`src/rtl/nec_encoder.sv`:
```
// rtl/nec_encoder.sv - NEC IR transmitter (leader, 32 data bits LSB first, stop mark / repeat code) with AXI4-Lite registers
module nec_encoder #(
    parameter int C_S_AXI_DATA_WIDTH = 32,
    parameter int C_S_AXI_ADDR_WIDTH = 4,
    parameter int CNT_WIDTH          = 32
) (
    input  logic                            S_AXI_ACLK,
    input  logic                            S_AXI_ARESETN,
    output logic                            data_tx,
    output logic                            irq,
    input  logic [C_S_AXI_ADDR_WIDTH-1:0]   S_AXI_AWADDR,
    input  logic                            S_AXI_AWVALID,
    output logic                            S_AXI_AWREADY,
    input  logic [C_S_AXI_DATA_WIDTH-1:0]   S_AXI_WDATA,
    input  logic [C_S_AXI_DATA_WIDTH/8-1:0] S_AXI_WSTRB,
    input  logic                            S_AXI_WVALID,
    output logic                            S_AXI_WREADY,
    output logic [1:0]                      S_AXI_BRESP,
    output logic                            S_AXI_BVALID,
    input  logic                            S_AXI_BREADY,
    input  logic [C_S_AXI_ADDR_WIDTH-1:0]   S_AXI_ARADDR,
    input  logic                            S_AXI_ARVALID,
    output logic                            S_AXI_ARREADY,
    output logic [C_S_AXI_DATA_WIDTH-1:0]   S_AXI_RDATA,
    output logic [1:0]                      S_AXI_RRESP,
    output logic                            S_AXI_RVALID,
    input  logic                            S_AXI_RREADY
);
    typedef enum logic [2:0] {IDLE, LEAD_MARK, LEAD_SPACE, BIT_MARK, BIT_SPACE, STOP_MARK} state_t;

    state_t                  state, state_next;
    logic [31:0]             period_reg, data_reg, carr_reg, sh_period, sh_data;
    logic                    irq_en, done, repeat_mode, sh_rep;
    logic [CNT_WIDTH-1:0]    unit_cnt, carr_cnt, unit_reload;
    logic [4:0]              unit_left, load_units, bit_idx;
    logic                    carr_phase, load, seg_end, is_mark, done_set;
    logic                    wr_en, rd_en, csr_wr, start_go;
    logic                    unused_addr_bits;

    function automatic logic [31:0] wmerge(input logic [31:0] old, input logic [31:0] nw,
                                           input logic [3:0] strb);
        logic [31:0] r;
        r = old;
        for (int b = 0; b < 4; b++)
            if (strb[b]) r[b*8 +: 8] = nw[b*8 +: 8];
        return r;
    endfunction

    function automatic logic [31:0] period_m1(input logic [31:0] p);
        return (p == 32'd0) ? 32'd0 : p - 32'd1;
    endfunction

    assign unused_addr_bits = &{1'b0, S_AXI_AWADDR[1:0], S_AXI_ARADDR[1:0]};

    assign wr_en    = S_AXI_AWREADY & S_AXI_AWVALID & S_AXI_WVALID;
    assign rd_en    = S_AXI_ARREADY & S_AXI_ARVALID;
    assign csr_wr   = wr_en && (S_AXI_AWADDR[3:2] == 2'd0) && S_AXI_WSTRB[0];
    assign start_go = csr_wr && S_AXI_WDATA[0] && (state == IDLE);
    assign seg_end  = (unit_cnt == '0) && (unit_left == 5'd0);
    assign irq      = done & irq_en;
    assign S_AXI_WREADY = S_AXI_AWREADY;
    assign S_AXI_BRESP  = 2'b00;
    assign S_AXI_RRESP  = 2'b00;

    always_ff @(posedge S_AXI_ACLK or negedge S_AXI_ARESETN) begin
        if (!S_AXI_ARESETN) begin
            S_AXI_AWREADY <= 1'b0;
            S_AXI_BVALID  <= 1'b0;
            S_AXI_ARREADY <= 1'b0;
            S_AXI_RVALID  <= 1'b0;
            S_AXI_RDATA   <= '0;
        end else begin
            S_AXI_AWREADY <= ~S_AXI_AWREADY & S_AXI_AWVALID & S_AXI_WVALID & ~S_AXI_BVALID;
            S_AXI_ARREADY <= ~S_AXI_ARREADY & S_AXI_ARVALID & ~S_AXI_RVALID;
            if (wr_en)             S_AXI_BVALID <= 1'b1;
            else if (S_AXI_BREADY) S_AXI_BVALID <= 1'b0;
            if (rd_en) begin
                S_AXI_RVALID <= 1'b1;
                case (S_AXI_ARADDR[3:2])
                    2'd0:    S_AXI_RDATA <= {28'd0, repeat_mode, done, irq_en, state != IDLE};
                    2'd1:    S_AXI_RDATA <= period_reg;
                    2'd2:    S_AXI_RDATA <= data_reg;
                    default: S_AXI_RDATA <= carr_reg;
                endcase
            end else if (S_AXI_RREADY) begin
                S_AXI_RVALID <= 1'b0;
            end
        end
    end

    always_ff @(posedge S_AXI_ACLK or negedge S_AXI_ARESETN) begin
        if (!S_AXI_ARESETN) begin
            period_reg  <= '0;
            data_reg    <= '0;
            carr_reg    <= '0;
            irq_en      <= 1'b0;
            repeat_mode <= 1'b0;
            done        <= 1'b0;
            sh_period   <= '0;
            sh_data     <= '0;
            sh_rep      <= 1'b0;
        end else begin
            if (wr_en) begin
                case (S_AXI_AWADDR[3:2])
                    2'd0: if (S_AXI_WSTRB[0]) begin
                        irq_en      <= S_AXI_WDATA[1];
                        repeat_mode <= S_AXI_WDATA[3];
                    end
                    2'd1:    period_reg <= wmerge(period_reg, S_AXI_WDATA, S_AXI_WSTRB);
                    2'd2:    data_reg   <= wmerge(data_reg, S_AXI_WDATA, S_AXI_WSTRB);
                    default: carr_reg   <= wmerge(carr_reg, S_AXI_WDATA, S_AXI_WSTRB);
                endcase
            end
            // a finishing frame outranks a simultaneous W1C
            if (done_set)                       done <= 1'b1;
            else if (csr_wr && S_AXI_WDATA[2])  done <= 1'b0;
            if (start_go) begin
                sh_period <= period_reg;
                sh_data   <= data_reg;
                sh_rep    <= S_AXI_WDATA[3];
            end
        end
    end

    always_ff @(posedge S_AXI_ACLK or negedge S_AXI_ARESETN) begin
        if (!S_AXI_ARESETN) state <= IDLE;
        else                state <= state_next;
    end

    always_comb begin
        state_next = state;
        load_units = 5'd0;
        case (state)
            IDLE:       if (start_go) state_next = LEAD_MARK;
            LEAD_MARK:  if (seg_end)  state_next = LEAD_SPACE;
            LEAD_SPACE: if (seg_end)  state_next = sh_rep ? STOP_MARK : BIT_MARK;
            BIT_MARK:   if (seg_end)  state_next = BIT_SPACE;
            BIT_SPACE:  if (seg_end)  state_next = (bit_idx == 5'd31) ? STOP_MARK : BIT_MARK;
            STOP_MARK:  if (seg_end)  state_next = IDLE;
            default:                  state_next = IDLE;
        endcase
        load = (state_next != state) && (state_next != IDLE);
        case (state_next)
            LEAD_MARK:  load_units = 5'd15;
            LEAD_SPACE: load_units = sh_rep ? 5'd3 : 5'd7;
            BIT_SPACE:  load_units = sh_data[bit_idx] ? 5'd2 : 5'd0;
            default:    load_units = 5'd0;
        endcase
        unit_reload = CNT_WIDTH'(period_m1((state == IDLE) ? period_reg : sh_period));
    end

    always_comb begin
        is_mark  = (state == LEAD_MARK) || (state == BIT_MARK) || (state == STOP_MARK);
        data_tx  = is_mark && ((carr_reg == 32'd0) || carr_phase);
        done_set = (state == STOP_MARK) && seg_end;
    end

    // unit_cnt counts cycles within a unit, unit_left counts remaining units in the segment
    always_ff @(posedge S_AXI_ACLK or negedge S_AXI_ARESETN) begin
        if (!S_AXI_ARESETN) begin
            unit_cnt  <= '0;
            unit_left <= '0;
            bit_idx   <= '0;
        end else begin
            if (load) begin
                unit_cnt  <= unit_reload;
                unit_left <= load_units;
            end else if (state_next == IDLE) begin
                unit_cnt  <= '0;
                unit_left <= '0;
            end else if (unit_cnt == '0) begin
                unit_cnt  <= unit_reload;
                unit_left <= unit_left - 5'd1;
            end else begin
                unit_cnt  <= unit_cnt - 1'b1;
            end
            if (state == IDLE)                       bit_idx <= '0;
            else if (state == BIT_SPACE && seg_end)  bit_idx <= bit_idx + 5'd1;
        end
    end

    always_ff @(posedge S_AXI_ACLK or negedge S_AXI_ARESETN) begin
        if (!S_AXI_ARESETN) begin
            carr_phase <= 1'b0;
            carr_cnt   <= '0;
        end else if (load && (state_next != LEAD_SPACE) && (state_next != BIT_SPACE)) begin
            carr_phase <= 1'b1;
            carr_cnt   <= CNT_WIDTH'(carr_reg - 32'd1);
        end else if (is_mark && carr_reg != 32'd0) begin
            if (carr_cnt == '0) begin
                carr_phase <= ~carr_phase;
                carr_cnt   <= CNT_WIDTH'(carr_reg - 32'd1);
            end else begin
                carr_cnt   <= carr_cnt - 1'b1;
            end
        end
    end
endmodule
```
`config.mk`:
```
export PLATFORM = sky130hd
export DESIGN_NAME = nec_encoder
export DESIGN_NICKNAME = d
export VERILOG_FILES = /design/src/rtl/nec_encoder.sv
export SDC_FILE = /design/constraint.sdc
export NUM_CORES = 1
export LEC_CHECK = 0
export BUFFER_PORTS_ARGS = -buffer_cell sky130_fd_sc_hd__buf_2
export CAP_MARGIN = 15
export CORE_ASPECT_RATIO = 0.7
export CORE_MARGIN = 2
export CORE_UTILIZATION = 55
export CTS_CLUSTER_SIZE = 8
export DETAILED_ROUTE_END_ITERATION = 10
export PLACE_DENSITY_LB_ADDON = 0.3
export SYNTH_ARGS = -nofsm -noshare
export SYNTH_HDL_FRONTEND = slang
export SYNTH_SLANG_ARGS = --single-unit
```
`constraint.sdc`:
```
create_clock -name S_AXI_ACLK -period 3.5 [get_ports S_AXI_ACLK]
set_clock_uncertainty 0.05 [all_clocks]
set_input_delay 1.05 -clock S_AXI_ACLK [delete_from_list [all_inputs] [get_ports S_AXI_ACLK]]
set_output_delay 1.05 -clock S_AXI_ACLK [all_outputs]
set_load 0.03 [all_outputs]
```
==> results of run 1 <==
## metrics by stage
step	setup slack (ns)	area, µm²	utilization (%)	power (µW)	cells
2_1_floorplan	0.0207	14900	-	4360	1462
3_3_place_gp	0.221	16100	60.4	4750	1913
3_5_place_dp	0.196	16100	60.4	4790	1913
4_1_cts	0.0119	17200	64.5	8290	1957
5_1_grt	-0.0750	17200	64.6	8550	1959
6_report	0.0257	17200	64.6	8270	1959
## path summary, 6_finish.rpt
kind | endpoint | slack [ns]
setup reg to reg | unit_cnt[12] | 0.22
setup / recovery | data_tx | 0.03
min in group asynchronous | carr_cnt[22] | 0.46
max in group asynchronous | done | 2.07
hold reg to reg | S_AXI_AWREADY | 0.40
hold / removal | S_AXI_AWREADY | 0.40
## kinds of logic after synthesis
group | synth area share (%)
AO/OA/AOI/OAI | 10.1
other | 0.0253
buffers and inverters | 2.76
adder cells (fa/ha/maj) | 0.758
AND/OR/NAND/NOR | 17.8
XOR/XNOR | 5.43
multiplexers | 16.4
flip-flops | 46.9
## critical path, cell delays in order, from the launching register on
cell and delay (ns):
dfrtp_2 0.43, or4_4 0.60, nor3_4 0.22, and4_4 0.30
nor2_1 0.05, nor2_1 0.08, buf_4 0.17
## layer usage
metal	routed length (µm)	part of all wire, %	vias to the layer above	global-route usage [%]
li1	-	-	5528	-
met1	19000	44	6138	44.0
met2	18400	43	609	43.6
met3	4240	9.9	87	8.11
met4	1060	2.5	4	8.89
met5	27	0.063	-	0
## cell type report
class / count / area [µm²] / area share (%)
antenna: 1 / 2.50 / 0.0145
clock buffer: 43 / 1060 / 6.18
clock inverter: 1 / 16.3 / 0.0944
inverter: 21 / 78.8 / 0.458
multi-input combinational: 1087 / 7550 / 43.8
sequential: 278 / 6960 / 40.4
tap: 364 / 455 / 2.64
timing repair buffer: 164 / 1100 / 6.41
## power by group
part	leakage, µW	internal (µW)	switching (µW)
logic	0.00365	433	597
clock network	0.000532	2120	1370
registers	0.00353	3460	286
total	0.00771	6010	2260
## what timing repair did
| item | CTS | global route |
|---|---|---|
| pin swaps | 0 | 1 |
| hold endpoints to repair | 0 | 0 |
| buffers inserted | 0 | 0 |
| resized for setup | 5 | 7 |
| endpoints found under the setup margin | 1 | 3 |
## cells in the final DEF (no fill, tap or decap), types with 5 or more instances in the layout
| cell type | n |
|---|---|
| dfrtp_1 | 277 |
| nand2_1 | 196 |
| mux2_2 | 161 |
| nor2_1 | 98 |
| buf_2 | 83 |
| o21ai_0 | 77 |
| buf_4 | 73 |
| nor3_1 | 67 |
| xnor2_1 | 56 |
| clkbuf_16 | 42 |
| a22oi_1 | 39 |
| nor4_1 | 36 |
| xor2_1 | 36 |
| nand3_1 | 33 |
| a21oi_1 | 31 |
| mux2i_1 | 30 |
| o22ai_1 | 30 |
| inv_1 | 21 |
| or3_1 | 18 |
| or4_1 | 16 |
| mux4_2 | 14 |
| o211ai_1 | 10 |
| nand2b_1 | 9 |
| ha_1 | 9 |
| nand4_1 | 8 |
| nor4b_1 | 6 |
| and3_1 | 6 |
| nand4b_1 | 6 |
| a31oi_1 | 6 |
| or2_2 | 6 |
| buf_12 | 6 |
| o31a_1 | 5 |
==> results.json, run 1 <==
{
  "synth_top_area_cell": "dfrtp_1",
  "grt_pass1_vias": 12000,
  "powerDensity_nw_per_um2": 480,
  "gp_congestion": 0.942,
  "wl_per_cell_um": 21.8,
  "r2r_cells": 8,
  "max_cap_viol_count": 0,
  "worstSetupStartpointType": "flip-flop",
  "tns_ns": 0,
  "drive_above_1_share_pct": 26.0,
  "numCtsBuffers": 40,
  "die_area_um2": 28300,
  "synth_edf_count": 0,
  "overflow": 0,
  "critPathArrivalTime_ns": 2.37,
  "synth.area.top_cells": "dfrtp_1 (47%), mux2_2 (12%), nand2_1 (5.0%), xnor2_1 (3.3%), o21ai_0 (2.6%)",
  "area_delta_synth_final_pct": 16.0,
  "htree_levels": 2,
  "hold_viol_final": 0,
  "period_share_pct": 99.3,
  "report.final.slew_viol_count": 0,
  "setup_violations": 0,
  "yosysWarnings": 0,
  "cts.sinks": 278,
  "avgSynthCellArea_um2": 10.2,
  "first_pass_iters": 5,
  "clockBufferDepth": 3,
  "insertion_delay_ns": 0.53,
  "rows": 50,
  "antenna_found_initial": 3,
  "slew_headroom_pct": 41.9,
  "synthesis.area_um2": 14800,
  "grt_pass1_wl_um": 66800,
  "critPathKind": "reg -> out",
  "tightest_slew_ns": 0.863,
  "r2r_start": "unit_cnt[10]",
  "cp_max_fo": 6,
  "status": "finished clean",
  "clkTransAtPathRegs_ns": 0.05,
  "ir_worst_vdd_mv": 0.388,
  "vias": 12400,
  "grt.total_usage_pct": 30.0,
  "wl_um": 42700,
  "p_leak_uw": 0.00771,
  "synth_cells": 1459,
  "fin_nets": 1652,
  "synthArstFlopShare_pct": 100,
  "period_needed_ns": 3.47,
  "yosysTopAreaCellShare_pct": 46.9,
  "cts_root_buf": "clkbuf_16",
  "die-width_um": 200,
  "cts_tree": "built",
  "critPathRequiredTime_ns": 2.40,
  "synthTopCellsByCount": "dfrtp_1 (278), nand2_1 (197), mux2_2 (161), nor2_1 (99), o21ai_0 (77)",
  "crit_start": "carr_reg[19]",
  "grt_max_degree": 90,
  "first_iter_violations": 1291,
  "place_hpwl_um": 30600,
  "postCtsHoldBufs": 0,
  "ant_nets": 0,
  "end_kind": "primary output",
  "hold_path_depth": 1,
  "synth_most_common_cell": "dfrtp_1",
  "num_io_pins": 94,
  "core_area_um2": 26700,
  "fin_hold_ws_ns": 0.401,
  "rsz0062_at_grt": "true",
  "ys_types": 68,
  "yosysSeqAreaShare_pct": 46.9,
  "start_util_pct": 55.7,
  "fillers": 2131,
  "holdCritPathClass": "reg -> reg",
  "ys_seq_elements": 278,
  "synth_ff_type": "dfrtp_1",
  "drc": 0,
  "hp-start": "S_AXI_BVALID",
  "vias_per_cell": 6.31,
  "fmax_mhz": 288,
  "port_buffers": 85,
  "die_h_um": 141
}
Note: power is estimated with default switching activity, not from simulation.
==> run 2: changes to the inputs <==
- CORE_UTILIZATION: 55 -> 45
==> run 2 against run 1 <==
Sequential power is essentially flat. Fmax rose by 2.0%. Die area is 22% higher. Combinational power about the same. Via count shrank 2.0%. Setup slack improved by 0.069 ns. Core utilization down 11 points. Global-route usage is 4.8 points lower. Power down 0.99%.
==> results.json, run 2 (same netlist as run 1, synthesis figures left out) <==
{
  "diodes": 0,
  "grt_pass1_vias": 11800,
  "register_area_um2": 6960,
  "fin_nets": 1661,
  "end_kind": "primary output",
  "drive_above_1_share_pct": 26.6,
  "critPathArrivalTime_ns": 2.31,
  "tightest_slew_ns": 0.891,
  "ir_worst_vdd_mv": 0.380,
  "status": "finished clean",
  "hold_viol_final": 0,
  "r2r_slack_ns": 0.21,
  "ant_nets": 0,
  "max_cap_viol_count": 0,
  "insertion_delay_ns": 0.53,
  "gp_congestion": 0.910,
  "final_common_cell": "dfrtp_1",
  "critPathRequiredTime_ns": 2.40,
  "multiInputGateArea_um2": 7570,
  "r2r_cells": 8,
  "place_hpwl_um": 31100,
  "cts.sinks": 278,
  "report.final.slew_viol_count": 0,
  "holdCritPathClass": "reg -> reg",
  "r2r-end": "unit_cnt[13]",
  "r2r_start": "unit_cnt[10]",
  "area_delta_synth_final_pct": 17.1,
  "power_uw": 8190,
  "port_buffers": 85,
  "cp_max_fo": 4,
  "wl_per_cell_um": 21.2,
  "antenna_found_initial": 1,
  "p_leak_uw": 0.00776,
  "rows": 55,
  "slew_headroom_pct": 40.4,
  "die_h_um": 156,
  "clkTransAtPathRegs_ns": 0.05,
  "hp-start": "S_AXI_BVALID",
  "hold_path_end": "S_AXI_AWREADY",
  "vias": 12100,
  "first_iter_violations": 1344,
  "drc": 0,
  "die_area_um2": 34500,
  "numCtsBuffers": 40,
  "cp_slowest_stage_delay_ns": 0.59,
  "path_buf_inv": 1,
  "fmax_mhz": 294,
  "critPathKind": "reg -> out",
  "first_pass_iters": 7,
  "core_area_um2": 32400,
  "powerDensity_nw_per_um2": 471,
  "cp_slowest_cell": "or4_4",
  "worstSetupStartpointType": "flip-flop",
  "grt.total_usage_pct": 25.1,
  "critPathTopFamily": "simple AND/OR/NAND/NOR gates",
  "vias_per_cell": 5.97,
  "htree_levels": 2,
  "wl_um": 43000,
  "period_share_pct": 97.3,
  "period_needed_ns": 3.41,
  "fin_hold_ws_ns": 0.414,
  "setup_violations": 0,
  "cts_root_buf": "clkbuf_16",
  "fin_util_pct": 53.6,
  "layout_common_cells": "dfrtp_1 (277), nand2_1 (196), mux2_2 (161)",
  "num_io_pins": 94,
  "path_cells": "or4_4, nor3_4, and4_4, nor2_1, nor2_2, buf_6",
  "grt_max_degree": 74,
  "fillers": 2840,
  "start_util_pct": 45.8,
  "grt_pass1_wl_um": 68100,
  "cts_tree": "built",
  "hold_path_depth": 1,
  "die-width_um": 221,
  "clockBufferDepth": 3,
  "overflow": 0,
  "tns_ns": 0
}
[run 2: worst max-delay path by stage]
stage                              from      endpoint  slack (ns)  cells after the start
final                      carr_reg[19]       data_tx        0.09                      6
after global routing           state[0]  unit_cnt[28]       -0.01                     11
after CTS                   carr_reg[1]       data_tx      0.0007                      8
after detailed placement  S_AXI_AWVALID  unit_cnt[13]        0.19                     10
after global placement     carr_reg[19]       data_tx        0.24                      6
after floorplan                state[0]  unit_cnt[11]        0.02                     15
[run 2: cell type report]
| cell class | count | share of cell area [%] |
|---|---|---|
| clock buffer | 43 | 5.95 |
| clock inverter | 2 | 0.101 |
| inverter | 21 | 0.453 |
| multi-input combinational | 1087 | 43.6 |
| sequential | 278 | 40.0 |
| tap | 427 | 3.07 |
| timing repair buffer | 173 | 6.83 |
[run 2: stage by stage]
step	instance area (µm²)	worst slack [ns]	instances
floorplan	14900	0.0207	1462
global placement	16200	0.239	1982
detailed placement	16200	0.192	1982
CTS	17300	0.000730	2029
global route	17400	-0.00956	2031
finish	17400	0.0943	2031
[run 2: power by group]
part | leakage (µW) | switching [µW] | internal [µW]
Clock | 0.000517 | 1340 | 2060
Sequential | 0.00353 | 271 | 3460
Combinational | 0.00371 | 603 | 450
[run 2: metal layers]
layer	up-vias	track usage, %	share of wire [%]
li1	5560	-	-
met1	6045	38.3	48
met2	453	35.8	42
met3	60	5.63	8.1
met4	0	6.42	1.8
met5	-	0	0
[run 2: worst reg2reg max path, cell delays in order, from the launching register on]
cell and delay [ns]:
dfrtp_1 0.40, or4_4 0.56, or2_4 0.27, or4_1 0.67
nor3_4 0.25, nor3_2 0.07, or3b_1 0.42, buf_12 0.19
o32ai_1 0.32
[run 2: timing repair]
item                                    CTS  global route
gates resized for setup                  12             5
hold buffers                              0             0
pin swaps                                 2             3
gates cloned                              0             0
buffers inserted                          2             1
endpoints found under the setup margin    1             8
